<file path="src/rtl/segway_pkg.sv">
// -----------------------------------------------------------------------------
// segway_pkg
// Shared types and constants for the rider-detection / steering-enable logic.
//   steer_state_t : sequencer states (IDLE, WAIT, STEER)
//   TMR_W_FULL    : settling timer width for silicon (~1.34 s at 50 MHz)
//   TMR_W_FAST    : settling timer width for simulation
//   MIN_RIDER_WT  : default rider-present threshold on the load sum
//   WT_HYST       : default hysteresis around MIN_RIDER_WT
//   sat12()       : clamp a 13-bit signed value into 12-bit signed range
// -----------------------------------------------------------------------------
package segway_pkg;

  typedef enum logic [1:0] {
    IDLE  = 2'b00,
    WAIT  = 2'b01,
    STEER = 2'b10
  } steer_state_t;

  localparam int TMR_W_FULL = 26;
  localparam int TMR_W_FAST = 15;

  localparam logic [11:0] MIN_RIDER_WT = 12'h200;
  localparam logic [7:0]  WT_HYST      = 8'h40;

  // Bits 12 and 11 disagree exactly when the value does not fit in 12 bits;
  // the sign bit then picks the rail.
  function automatic logic [11:0] sat12(input logic [12:0] d);
    logic [11:0] res;
    if (d[12] != d[11]) begin
      res = d[12] ? 12'h800 : 12'h7FF;
    end else begin
      res = d[11:0];
    end
    return res;
  endfunction

endpackage

</file>
<file path="src/rtl/settle_tmr.sv">
// -----------------------------------------------------------------------------
// settle_tmr
// Saturating up-counter used to time how long a rider has stood balanced.
// Parameters:
//   W        : counter width
// Ports:
//   clk      in  1  system clock
//   rst      in  1  asynchronous active-high reset (counter -> 0)
//   clr_tmr  in  1  synchronous clear, takes effect at the next edge
//   tmr_full out 1  counter is all ones (it holds there, never wraps)
// -----------------------------------------------------------------------------
module settle_tmr #(
  parameter int W = 26
) (
  input  logic clk,
  input  logic rst,
  input  logic clr_tmr,
  output logic tmr_full
);

  logic [W-1:0] cnt_r;

  assign tmr_full = &cnt_r;

  // Counter register: clear wins, otherwise count up and stick at all ones.
  always_ff @(posedge clk or posedge rst) begin
    if (rst) begin
      cnt_r <= '0;
    end else if (clr_tmr) begin
      cnt_r <= '0;
    end else if (!tmr_full) begin
      cnt_r <= cnt_r + {{(W-1){1'b0}}, 1'b1};
    end else begin
      cnt_r <= cnt_r;
    end
  end

endmodule

</file>
<file path="src/rtl/steer_sequencer.sv">
// -----------------------------------------------------------------------------
// steer_sequencer
// Samples left/right load cells, derives the saturated signed load difference
// and the total rider weight, and sequences rider_off / en_steer so steering
// only engages after the rider has stood balanced for a full timer interval.
// Parameters:
//   fast_sim      : nonzero shrinks the settling timer to TMR_W_FAST bits
//   MIN_RIDER_WT  : rider-present threshold on the load sum
//   WT_HYST       : hysteresis around MIN_RIDER_WT
// Ports:
//   clk           in  1   system clock (50 MHz)
//   rst           in  1   asynchronous active-high reset
//   vld           in  1   strobe: lft_ld / rght_ld carry new readings
//   lft_ld        in  12  left load cell, unsigned
//   rght_ld       in  12  right load cell, unsigned
//   ld_cell_diff  out 12  saturated signed lft - rght, registered
//   rider_off     out 1   no rider present, registered
//   en_steer      out 1   steering enabled, registered
// -----------------------------------------------------------------------------
module steer_sequencer
  import segway_pkg::*;
#(
  parameter int          fast_sim     = 0,
  parameter logic [11:0] MIN_RIDER_WT = segway_pkg::MIN_RIDER_WT,
  parameter logic [7:0]  WT_HYST      = segway_pkg::WT_HYST
) (
  input  logic        clk,
  input  logic        rst,
  input  logic        vld,
  input  logic [11:0] lft_ld,
  input  logic [11:0] rght_ld,
  output logic [11:0] ld_cell_diff,
  output logic        rider_off,
  output logic        en_steer
);

  localparam int TMR_W = (fast_sim != 0) ? TMR_W_FAST : TMR_W_FULL;

  // Thresholds are formed at 13 bits so the comparisons never overflow.
  localparam logic [12:0] THR_HI = {1'b0, MIN_RIDER_WT} + {5'b0_0000, WT_HYST};
  localparam logic [12:0] THR_LO = {1'b0, MIN_RIDER_WT} - {5'b0_0000, WT_HYST};

  logic [11:0]  lft_q_r;
  logic [11:0]  rght_q_r;
  logic [12:0]  sum_s;
  logic [12:0]  diff_s;
  logic [12:0]  abs_diff_s;
  logic         sum_gt_min_s;
  logic         sum_lt_min_s;
  logic         diff_gt_1_4_s;
  logic         diff_gt_15_16_s;
  logic         tmr_full_s;
  logic         clr_tmr_s;
  steer_state_t state_r;
  steer_state_t next_state_s;
  logic [11:0]  ld_cell_diff_r;
  logic         rider_off_r;
  logic         en_steer_r;

  // Holding registers for the most recent valid load-cell samples.
  always_ff @(posedge clk or posedge rst) begin
    if (rst) begin
      lft_q_r  <= 12'h000;
      rght_q_r <= 12'h000;
    end else if (vld) begin
      lft_q_r  <= lft_ld;
      rght_q_r <= rght_ld;
    end else begin
      lft_q_r  <= lft_q_r;
      rght_q_r <= rght_q_r;
    end
  end

  assign sum_s      = {1'b0, lft_q_r} + {1'b0, rght_q_r};
  assign diff_s     = {1'b0, lft_q_r} - {1'b0, rght_q_r};
  // |diff| peaks at 4095, so negating the 13-bit value is always exact.
  assign abs_diff_s = diff_s[12] ? (13'd0 - diff_s) : diff_s;

  assign sum_gt_min_s    = (sum_s > THR_HI);
  assign sum_lt_min_s    = (sum_s < THR_LO);
  assign diff_gt_1_4_s   = (abs_diff_s > (sum_s >> 2));
  assign diff_gt_15_16_s = (abs_diff_s > (sum_s - (sum_s >> 4)));

  settle_tmr #(
    .W (TMR_W)
  ) u_settle_tmr (
    .clk      (clk),
    .rst      (rst),
    .clr_tmr  (clr_tmr_s),
    .tmr_full (tmr_full_s)
  );

  // State register.
  always_ff @(posedge clk or posedge rst) begin
    if (rst) begin
      state_r <= IDLE;
    end else begin
      state_r <= next_state_s;
    end
  end

  // Next-state and timer-clear decode; rider loss always takes priority.
  always_comb begin
    next_state_s = state_r;
    clr_tmr_s    = 1'b0;
    case (state_r)
      IDLE: begin
        if (sum_gt_min_s) begin
          next_state_s = WAIT;
          clr_tmr_s    = 1'b1;
        end else begin
          next_state_s = IDLE;
        end
      end
      WAIT: begin
        if (sum_lt_min_s) begin
          next_state_s = IDLE;
        end else if (diff_gt_1_4_s) begin
          next_state_s = WAIT;
          clr_tmr_s    = 1'b1;
        end else if (tmr_full_s) begin
          next_state_s = STEER;
        end else begin
          next_state_s = WAIT;
        end
      end
      STEER: begin
        if (sum_lt_min_s) begin
          next_state_s = IDLE;
        end else if (diff_gt_15_16_s) begin
          next_state_s = WAIT;
          clr_tmr_s    = 1'b1;
        end else begin
          next_state_s = STEER;
        end
      end
      default: begin
        next_state_s = IDLE;
        clr_tmr_s    = 1'b0;
      end
    endcase
  end

  // Output registers: flags decoded from the next state, diff from the held samples.
  always_ff @(posedge clk or posedge rst) begin
    if (rst) begin
      ld_cell_diff_r <= 12'h000;
      rider_off_r    <= 1'b1;
      en_steer_r     <= 1'b0;
    end else begin
      ld_cell_diff_r <= sat12(diff_s);
      rider_off_r    <= (next_state_s == IDLE);
      en_steer_r     <= (next_state_s == STEER);
    end
  end

  assign ld_cell_diff = ld_cell_diff_r;
  assign rider_off    = rider_off_r;
  assign en_steer     = en_steer_r;

endmodule

</file>
<file path="config.mk">
export PLATFORM = sky130hd
export DESIGN_NAME = steer_sequencer
export DESIGN_NICKNAME = d
export VERILOG_FILES = /design/src/rtl/segway_pkg.sv /design/src/rtl/settle_tmr.sv /design/src/rtl/steer_sequencer.sv
export SDC_FILE = /design/constraint.sdc
export NUM_CORES = 1
export LEC_CHECK = 0
export BUFFER_PORTS_ARGS = -buffer_cell sky130_fd_sc_hd__clkbuf_2
export CORE_ASPECT_RATIO = 0.75
export CORE_UTILIZATION = 45
export CTS_CLUSTER_DIAMETER = 50
export DETAILED_ROUTE_END_ITERATION = 8
export PLACE_DENSITY_LB_ADDON = 0.2
export SYNTH_ARGS = -nofsm -noshare
export SYNTH_HDL_FRONTEND = slang
export SYNTH_HIERARCHICAL = 1
export SYNTH_SLANG_ARGS = --single-unit
export TNS_END_PERCENT = 30
</file>
<file path="constraint.sdc">
create_clock -name clk -period 5.6 [get_ports clk]
set_input_delay 0.56 -clock clk [delete_from_list [all_inputs] [get_ports clk]]
set_output_delay 0.56 -clock clk [all_outputs]
set_load 0.03 [all_outputs]
</file>
* After elaboration in Yosys (flattened, before gate mapping)
Index checks and enable logic that the tools add are counted.
Widths: inputs -> output; s select.
** Storage, ports and cells
- Bits in registers :: 66
- Latch bits :: 0
- Memory bits (writable) :: 0
- ROM bits :: 0
- Input bits :: 27
- Output and inout bits :: 14
- Memories :: 0
** Cells by class
- Add/sub/neg operators :: 5
- $mul :: 0
- Div/mod/pow operators :: 0
- $lt $le $gt $ge :: 4
- Equal/unequal tests :: 5
- Shift operators :: 0
- Mux-type cells :: 18
- Bitwise operators :: 0
- Reductions and logical operators :: 3
** Operator list (number)
- $mux 26 :: 2
- $add 26x1->26 const B :: 1
- $reduce_and 26->1 :: 1
- $mux 12 :: 2
- $add 12x12->13 :: 1
- $gt 13x10->1 const B :: 1
- $gt 13x11->1 :: 1
- $gt 13x13->1 :: 1
- $lt 13x9->1 const B :: 1
- $mux 13 :: 1
- $sub 1x13->13 const A :: 1
- $sub 12x12->13 :: 1
- $sub 13x9->13 :: 1
- $mux 2 :: 5
- $mux 1 :: 6
- $pmux 2 s3 :: 1
- $eq 2x2->1 const B :: 2
- $logic_not 2->1 :: 2
- $pmux 1 s3 :: 1
- $eq 2x1->1 const B :: 1
- $ne 2x1->1 const B :: 1
- $ne 1x1->1 :: 1

* Longest topological paths before layout
- Word-level depth :: 8
- Depth in mapped cells :: 28
- Depth with buffers taken out :: 26

* By module
The synthesis kept the hierarchy.
** Modules (own cells, without submodules)
- steer_sequencer :: instances 1, cells each 501, area each 4506.8 um^2
- settle_tmr :: instances 1, cells each 156, area each 1481.4 um^2

* Worst setup path before layout
Ideal clock, no wire load.
- Path type :: flip-flop to flip-flop
- Start :: register rght_q_r[0]
- End :: register u_settle_tmr.cnt_r[24]
- Setup time :: 94 ps
- Arrival time :: 5119 ps
- Required time :: 5506 ps
- Setup slack :: 387 ps
- Stages on the path, launching flop included :: 28
- Path buffers :: 2
- Cell sequence :: dfrtp_1 > ha_1 > inv_1 > fa_1 > nor2_1 > o311ai_2 > nor4b_1 > a2111oi_4 > ha_1 > o21ai_0 > nand2b_1 > a21o_1 > a21o_1 > a21oi_1 > o21bai_1 > or4_1 > nand3_1 > ha_1 > nand4_1 > or4_1 > o21ai_0 > a31oi_1 > o21ai_0 > o21ai_0 > and3_1 > buf_4 > clkbuf_8 > a211oi_1
** Between the ends
- Word-level cells in the longest chain between the ends :: 8
** Ends and longest elaborated chain
- start, declared :: RTL line steer_sequencer.sv:44 : logic [11:0] rght_q_r;
- start signal, assigned :: RTL line steer_sequencer.sv:67 : rght_q_r <= rght_ld;
- start signal, assigned :: RTL line steer_sequencer.sv:70 : rght_q_r <= rght_q_r;
- $sub 12x12->13 :: RTL line steer_sequencer.sv:75 : assign diff_s = {1'b0, lft_q_r} - {1'b0, rght_q_r};
- $sub 1x13->13 :: RTL line steer_sequencer.sv:77 : assign abs_diff_s = diff_s[12] ? (13'd0 - diff_s) : diff_s;
- $mux 13 :: RTL line steer_sequencer.sv:77
- $gt 13x13->1 / $gt 13x11->1 (equally long branches) :: RTL line steer_sequencer.sv:82, steer_sequencer.sv:81
- $mux 1, on equally long branches :: RTL line steer_sequencer.sv:130, steer_sequencer.sv:118
- $mux 1, on equally long branches :: RTL line steer_sequencer.sv:128, steer_sequencer.sv:116
- $pmux 1 s3 (*) :: RTL line steer_sequencer.sv:106 : case (state_r)
- net clr_tmr_s :: RTL line steer_sequencer.sv:53 : logic clr_tmr_s;
- $ne 2x1->1 (no line) / $mux 26 (equally long branches)
- end signal, assigned :: RTL line settle_tmr.sv:32 : cnt_r <= cnt_r + {{(W-1){1'b0}}, 1'b1};
- end signal, assigned :: RTL line settle_tmr.sv:34 : cnt_r <= cnt_r;
- end, declared :: RTL line settle_tmr.sv:21 : logic [W-1:0] cnt_r;
The timed path passes the listed nets; every way through them passes the cells marked *.
A chain may end at the register's enable or synchronous reset.

* Worst setup path after layout
- Start :: register lft_q_r[5]
- End :: register u_settle_tmr.cnt_r[25]
** Between the ends
- Word-level cells in the longest chain between the ends :: 8
** Ends and longest elaborated chain
- start, declared :: RTL line steer_sequencer.sv:43 : logic [11:0] lft_q_r;
- start signal, assigned :: RTL line steer_sequencer.sv:66 : lft_q_r <= lft_ld;
- start signal, assigned :: RTL line steer_sequencer.sv:69 : lft_q_r <= lft_q_r;
- $sub 12x12->13 :: RTL line steer_sequencer.sv:75
- $sub 1x13->13 :: RTL line steer_sequencer.sv:77
- $mux 13 :: RTL line steer_sequencer.sv:77
- $gt 13x13->1 / $gt 13x11->1 (equally long branches) :: RTL line steer_sequencer.sv:82, steer_sequencer.sv:81
- $mux 1, on equally long branches :: RTL line steer_sequencer.sv:130, steer_sequencer.sv:118
- $mux 1, on equally long branches :: RTL line steer_sequencer.sv:128, steer_sequencer.sv:116
- $pmux 1 s3 (*) :: RTL line steer_sequencer.sv:106
- net clr_tmr_s :: RTL line steer_sequencer.sv:53
- $ne 2x1->1 (no line) / $mux 26 (equally long branches)
Marks and branches as above.

==> flow_summary.html <==
<table>
<tr><th>Metric</th><th>Value</th></tr>
<tr><th colspan="2">Synthesis</th></tr>
<tr><td>Yosys warning count</td><td>6</td></tr>
<tr><td>EDFF count, synth</td><td>0</td></tr>
<tr><td>Yosys top cell by area</td><td>sky130_fd_sc_hd__dfrtp_1</td></tr>
<tr><td>Netlist area before placement</td><td>5988 um2</td></tr>
<tr><td>#FFs+latches synth</td><td>66</td></tr>
<tr><td>Sequential cell area fraction in the yosys report</td><td>0.2760</td></tr>
<tr><td>Synthesized instance count</td><td>657</td></tr>
<tr><td>Number of nets in the synthesized netlist</td><td>749</td></tr>
<tr><td>Synth Flop Type</td><td>sky130_fd_sc_hd__dfrtp_1</td></tr>
<tr><td>Synth async-reset ratio</td><td>1.000</td></tr>
<tr><td>Average cell area after synthesis</td><td>9.115 um2</td></tr>
<tr><td>Number of library cell types mapped by synthesis</td><td>91</td></tr>
<tr><td>Top-area cell type share of the netlist area</td><td>0.2716</td></tr>
<tr><td>Area contributors post-synth</td><td>sky130_fd_sc_hd__dfrtp_1, sky130_fd_sc_hd__ha_1, sky130_fd_sc_hd__xnor2_1</td></tr>
<tr><th colspan="2">Global routing</th></tr>
<tr><td>Maximum number of pins on one net before global-route repair</td><td>41</td></tr>
<tr><td>Number of antenna violations at the first check in global routing</td><td>0</td></tr>
<tr><td>Global-route wire length before repair</td><td>23.54 mm</td></tr>
<tr><td>Global Route Usage Sum</td><td>0.2228</td></tr>
<tr><td>Overflow left after global routing</td><td>0</td></tr>
<tr><td>Number of global-route vias before repair</td><td>4631</td></tr>
<tr><th colspan="2">Drt</th></tr>
<tr><td>Via density per instance</td><td>5.707</td></tr>
<tr><td>Vias after detailed routing</td><td>5028</td></tr>
<tr><td>Wire per inst</td><td>16.74 um</td></tr>
<tr><td>Number of search-and-repair iterations in the first detailed-routing pass</td><td>5</td></tr>
<tr><td>Remaining DRCs</td><td>0</td></tr>
<tr><td>Number of nets with antenna violations after routing</td><td>0</td></tr>
<tr><td>Total routed wirelength</td><td>14.75 mm</td></tr>
<tr><td>Starting DRC count in detailed routing</td><td>337</td></tr>
<tr><th colspan="2">Power and ir drop</th></tr>
<tr><td>VDD IR max</td><td>202.7 uV</td></tr>
<tr><td>Power per standard cell area</td><td>481.1 nW/um2</td></tr>
<tr><td>Total leakage power</td><td>3.056 nW</td></tr>
<tr><td>Pwr Total</td><td>3.292 mW</td></tr>
<tr><th colspan="2">Final layout</th></tr>
<tr><td>Number of filler instances in the final layout</td><td>1177</td></tr>
<tr><td>Top library cells by usage in the layout, fill and taps aside</td><td>sky130_fd_sc_hd__dfrtp_1, sky130_fd_sc_hd__ha_1, sky130_fd_sc_hd__nand2_1, sky130_fd_sc_hd__nor2_1, sky130_fd_sc_hd__inv_1</td></tr>
<tr><td>Utilization after layout</td><td>0.5274</td></tr>
<tr><td>Total area of multi-input combinational cells</td><td>4114 um2</td></tr>
<tr><td>Sequential standard cell area</td><td>1654 um2</td></tr>
<tr><td>Layout cell share with drive strength beyond 1</td><td>0.2225</td></tr>
<tr><td>Commonest non-fill, non-tap cell in the layout</td><td>sky130_fd_sc_hd__dfrtp_1</td></tr>
<tr><td>Area growth from synthesis to layout</td><td>14.25%</td></tr>
<tr><td>Post-layout net count</td><td>799</td></tr>
<tr><td>Diodes inserted</td><td>0</td></tr>
<tr><th colspan="2">Setup path</th></tr>
<tr><td>Capturing element of the worst setup path</td><td>u_settle_tmr/cnt_r[25]</td></tr>
<tr><td>Highest fanout seen on the critical path</td><td>26</td></tr>
<tr><td>Element type at the critical path end</td><td>flop</td></tr>
<tr><td>Terminus of the critical flop-to-flop path</td><td>u_settle_tmr/cnt_r[25]</td></tr>
<tr><td>Critical path origin</td><td>lft_q_r[5]</td></tr>
<tr><td>WS Path Type</td><td>flop to flop</td></tr>
<tr><td>Setup slack on the worst flop-to-flop path</td><td>200 ps</td></tr>
<tr><td>R2r worst-path depth</td><td>24</td></tr>
<tr><td>Startpoint types</td><td>flop</td></tr>
<tr><td>Source of the worst register-to-register timing path</td><td>lft_q_r[5]</td></tr>
<tr><td>Worst Path Arrival</td><td>5650 ps</td></tr>
<tr><td>Critical Path RT</td><td>5850 ps</td></tr>
<tr><th colspan="2">Floorplanning</th></tr>
<tr><td>Chip Height</td><td>101.9 um</td></tr>
<tr><td>Die span in x</td><td>135.2 um</td></tr>
<tr><td>Row cnt</td><td>36</td></tr>
<tr><td>Die area</td><td>13780 um2</td></tr>
<tr><td>Initial cell density of the core</td><td>0.4616</td></tr>
<tr><td>Number of top-level design ports</td><td>41</td></tr>
<tr><td>Core area</td><td>12970 um2</td></tr>
<tr><th colspan="2">CTS</th></tr>
<tr><td>H-Tree Depth</td><td>3</td></tr>
<tr><td>Clock tree root driver cell</td><td>sky130_fd_sc_hd__clkbuf_16</td></tr>
<tr><td>Clock tree from TritonCTS</td><td>built</td></tr>
<tr><td>Total of hold buffers inserted after clock tree synthesis</td><td>0</td></tr>
<tr><td>Maximum number of buffers from clock root to sink</td><td>2</td></tr>
<tr><td>Clk sink count</td><td>66</td></tr>
<tr><td>Number of CTS-inserted buffers</td><td>9</td></tr>
<tr><td>Clock latency on the worst-skew pair</td><td>340 ps</td></tr>
<tr><td>Reg clk slew, reported paths</td><td>50 ps</td></tr>
<tr><th colspan="2">Placed design</th></tr>
<tr><td>Number of input and output port buffers inserted</td><td>40</td></tr>
<tr><td>Setup WS pre-CTS</td><td>77.49 ps</td></tr>
<tr><td>GP Congestion</td><td>0.8719</td></tr>
<tr><td>DPL Wire Length</td><td>11.37 mm</td></tr>
<tr><th colspan="2">Run</th></tr>
<tr><td>Max-capacitance violation count</td><td>0</td></tr>
<tr><th colspan="2">STA</th></tr>
<tr><td>Setup-violating endpoint count in the final report</td><td>0</td></tr>
<tr><td>Fraction of the cycle the final worst path needs</td><td>0.9648</td></tr>
<tr><td>Number of failing hold endpoints at the final stage</td><td>0</td></tr>
<tr><td>Fin. max-slew vios</td><td>0</td></tr>
<tr><td>Largest clock skew in the final design</td><td>7.926 ps</td></tr>
<tr><td>Actual slew at the worst max-slew pin</td><td>1211 ps</td></tr>
<tr><td>Least setup slack across all paths after layout</td><td>197.1 ps</td></tr>
<tr><td>Upper clock frequency limit</td><td>185.1 MHz</td></tr>
<tr><td>Tmin final</td><td>5403 ps</td></tr>
<tr><td>Worst rel slew slack</td><td>0.1865</td></tr>
<tr><td>TNS Setup</td><td>0 ps</td></tr>
<tr><th colspan="2">Run status</th></tr>
<tr><td>Outcome</td><td>complete, no violations</td></tr>
<tr><th colspan="2">Hold path</th></tr>
<tr><td>Class of the tightest hold or removal check</td><td>input port to async pin</td></tr>
</table>
==> flip-flops by register name, summed over array words and instances (netlist names) <==
register            flops
rght_q_r               12
state_r                 2
ld_cell_diff           12
rider_off               1
lft_q_r                12
u_settle_tmr/cnt_r     26
en_steer                1
==> worst max-delay path: stages (launching register included) <==
cell,delay [ps]
sky130_fd_sc_hd__dfrtp_1,400
sky130_fd_sc_hd__ha_1,320
sky130_fd_sc_hd__nor2b_1,200
sky130_fd_sc_hd__a211oi_2,340
sky130_fd_sc_hd__nor2_1,90
sky130_fd_sc_hd__a311o_4,420
sky130_fd_sc_hd__xnor2_4,290
sky130_fd_sc_hd__inv_2,70
sky130_fd_sc_hd__ha_1,320
sky130_fd_sc_hd__a21o_1,220
sky130_fd_sc_hd__a31oi_4,200
sky130_fd_sc_hd__o311ai_4,130
sky130_fd_sc_hd__buf_4,160
sky130_fd_sc_hd__a211oi_2,220
sky130_fd_sc_hd__xnor2_1,90
sky130_fd_sc_hd__ha_1,310
sky130_fd_sc_hd__nand4_1,120
sky130_fd_sc_hd__or4_1,410
sky130_fd_sc_hd__o21ai_1,110
sky130_fd_sc_hd__a31oi_2,70
sky130_fd_sc_hd__o21ai_1,130
sky130_fd_sc_hd__o21ai_0,80
sky130_fd_sc_hd__and3_1,210
sky130_fd_sc_hd__buf_12,170
sky130_fd_sc_hd__nor3_4,200
==> through the flow <==
step / instances / hold slack [ps] / area, um2
finish: 881 / 347.3 / 6842
global route: 881 / 398.7 / 6842
CTS: 875 / 366.3 / 6671
detailed placement: 861 / 539.5 / 6407
global placement: 861 / 523.5 / 6407
floorplan: 657 / 511.7 / 5988
==> routing by layer <==
layer,global-route usage,vias to the layer above,part of all wire
li1,-,2482,-
met1,0.3350,2440,0.53
met2,0.3223,93,0.42
met3,0.03571,13,0.035
met4,0.07260,0,0.013
met5,0,-,0
==> synth_stat cells, drive strengths merged (2+ instances only) <==
library cell	number
nor2	50
o31ai	10
and4b	2
nand3	13
nand2	48
a211o	7
a31oi	11
and4	5
nand4	11
nor2b	8
a21oi	37
o31a	2
buf	13
inv	53
o21a	8
fa	3
maj3	7
a21o	9
a311oi	3
clkbuf	13
o2111ai	3
o21bai	4
o211a	3
or2	2
and3	10
ha	62
xnor3	2
xor2	18
mux2i	2
or4	7
nand2b	12
dfrtp	65
o21ai	36
or3	8
nor4b	3
o211ai	2
xnor2	25
a2111oi	4
mux2	13
nor4	10
o41ai	4
o311ai	3
a211oi	8
nor3	22
==> how the worst min path moves through the flow <==
stage	startpoint	end	slack, ps	cells past startpoint
after detailed placement	rght_q_r[0]	rght_q_r[0]	540	1
after floorplan	rght_q_r[0]	rght_q_r[0]	510	1
after global routing	rst	ld_cell_diff[8]	400	3
after CTS	rst	rght_q_r[10]	370	3
final	rst	ld_cell_diff[8]	350	3
after global placement	rght_q_r[0]	rght_q_r[0]	520	1
==> area by class of cell <==
type | count | area share
repair buffers | 65 | 0.05852
well taps | 171 | 0.03127
flip-flops and latches | 66 | 0.2418
multi-input cells | 512 | 0.6013
clock buffers | 11 | 0.03548
clock inverters | 3 | 0.002560
inverters | 53 | 0.02908
==> cell families after synthesis <==
group | Yosys count | synth area share
AOI/OAI and AO/OA | 166 | 0.2154
and+or+nand+nor | 214 | 0.1952
xor gates and xnor gates | 45 | 0.07606
muxes | 15 | 0.02779
DFF | 66 | 0.2760
buffers and inverters | 79 | 0.05829
adders and majority gates | 72 | 0.1513
==> power breakdown <==
part           switching [mW]  leakage (nW)  internal [mW]  total (mW)
Clock                   0.203         0.127          0.305       0.508
Sequential             0.0394         0.837          0.556       0.595
Combinational            1.28          2.09          0.908        2.19
Total                    1.52          3.06           1.77        3.29
==> timing repair <==
action	in CTS	in global routing
hold endpoints to repair	0	0
pin swaps	0	11
gates resized for setup	2	28
setup buffers	0	6
endpoints found under the setup margin	1	28
Power figures use the tool's default switching activity.
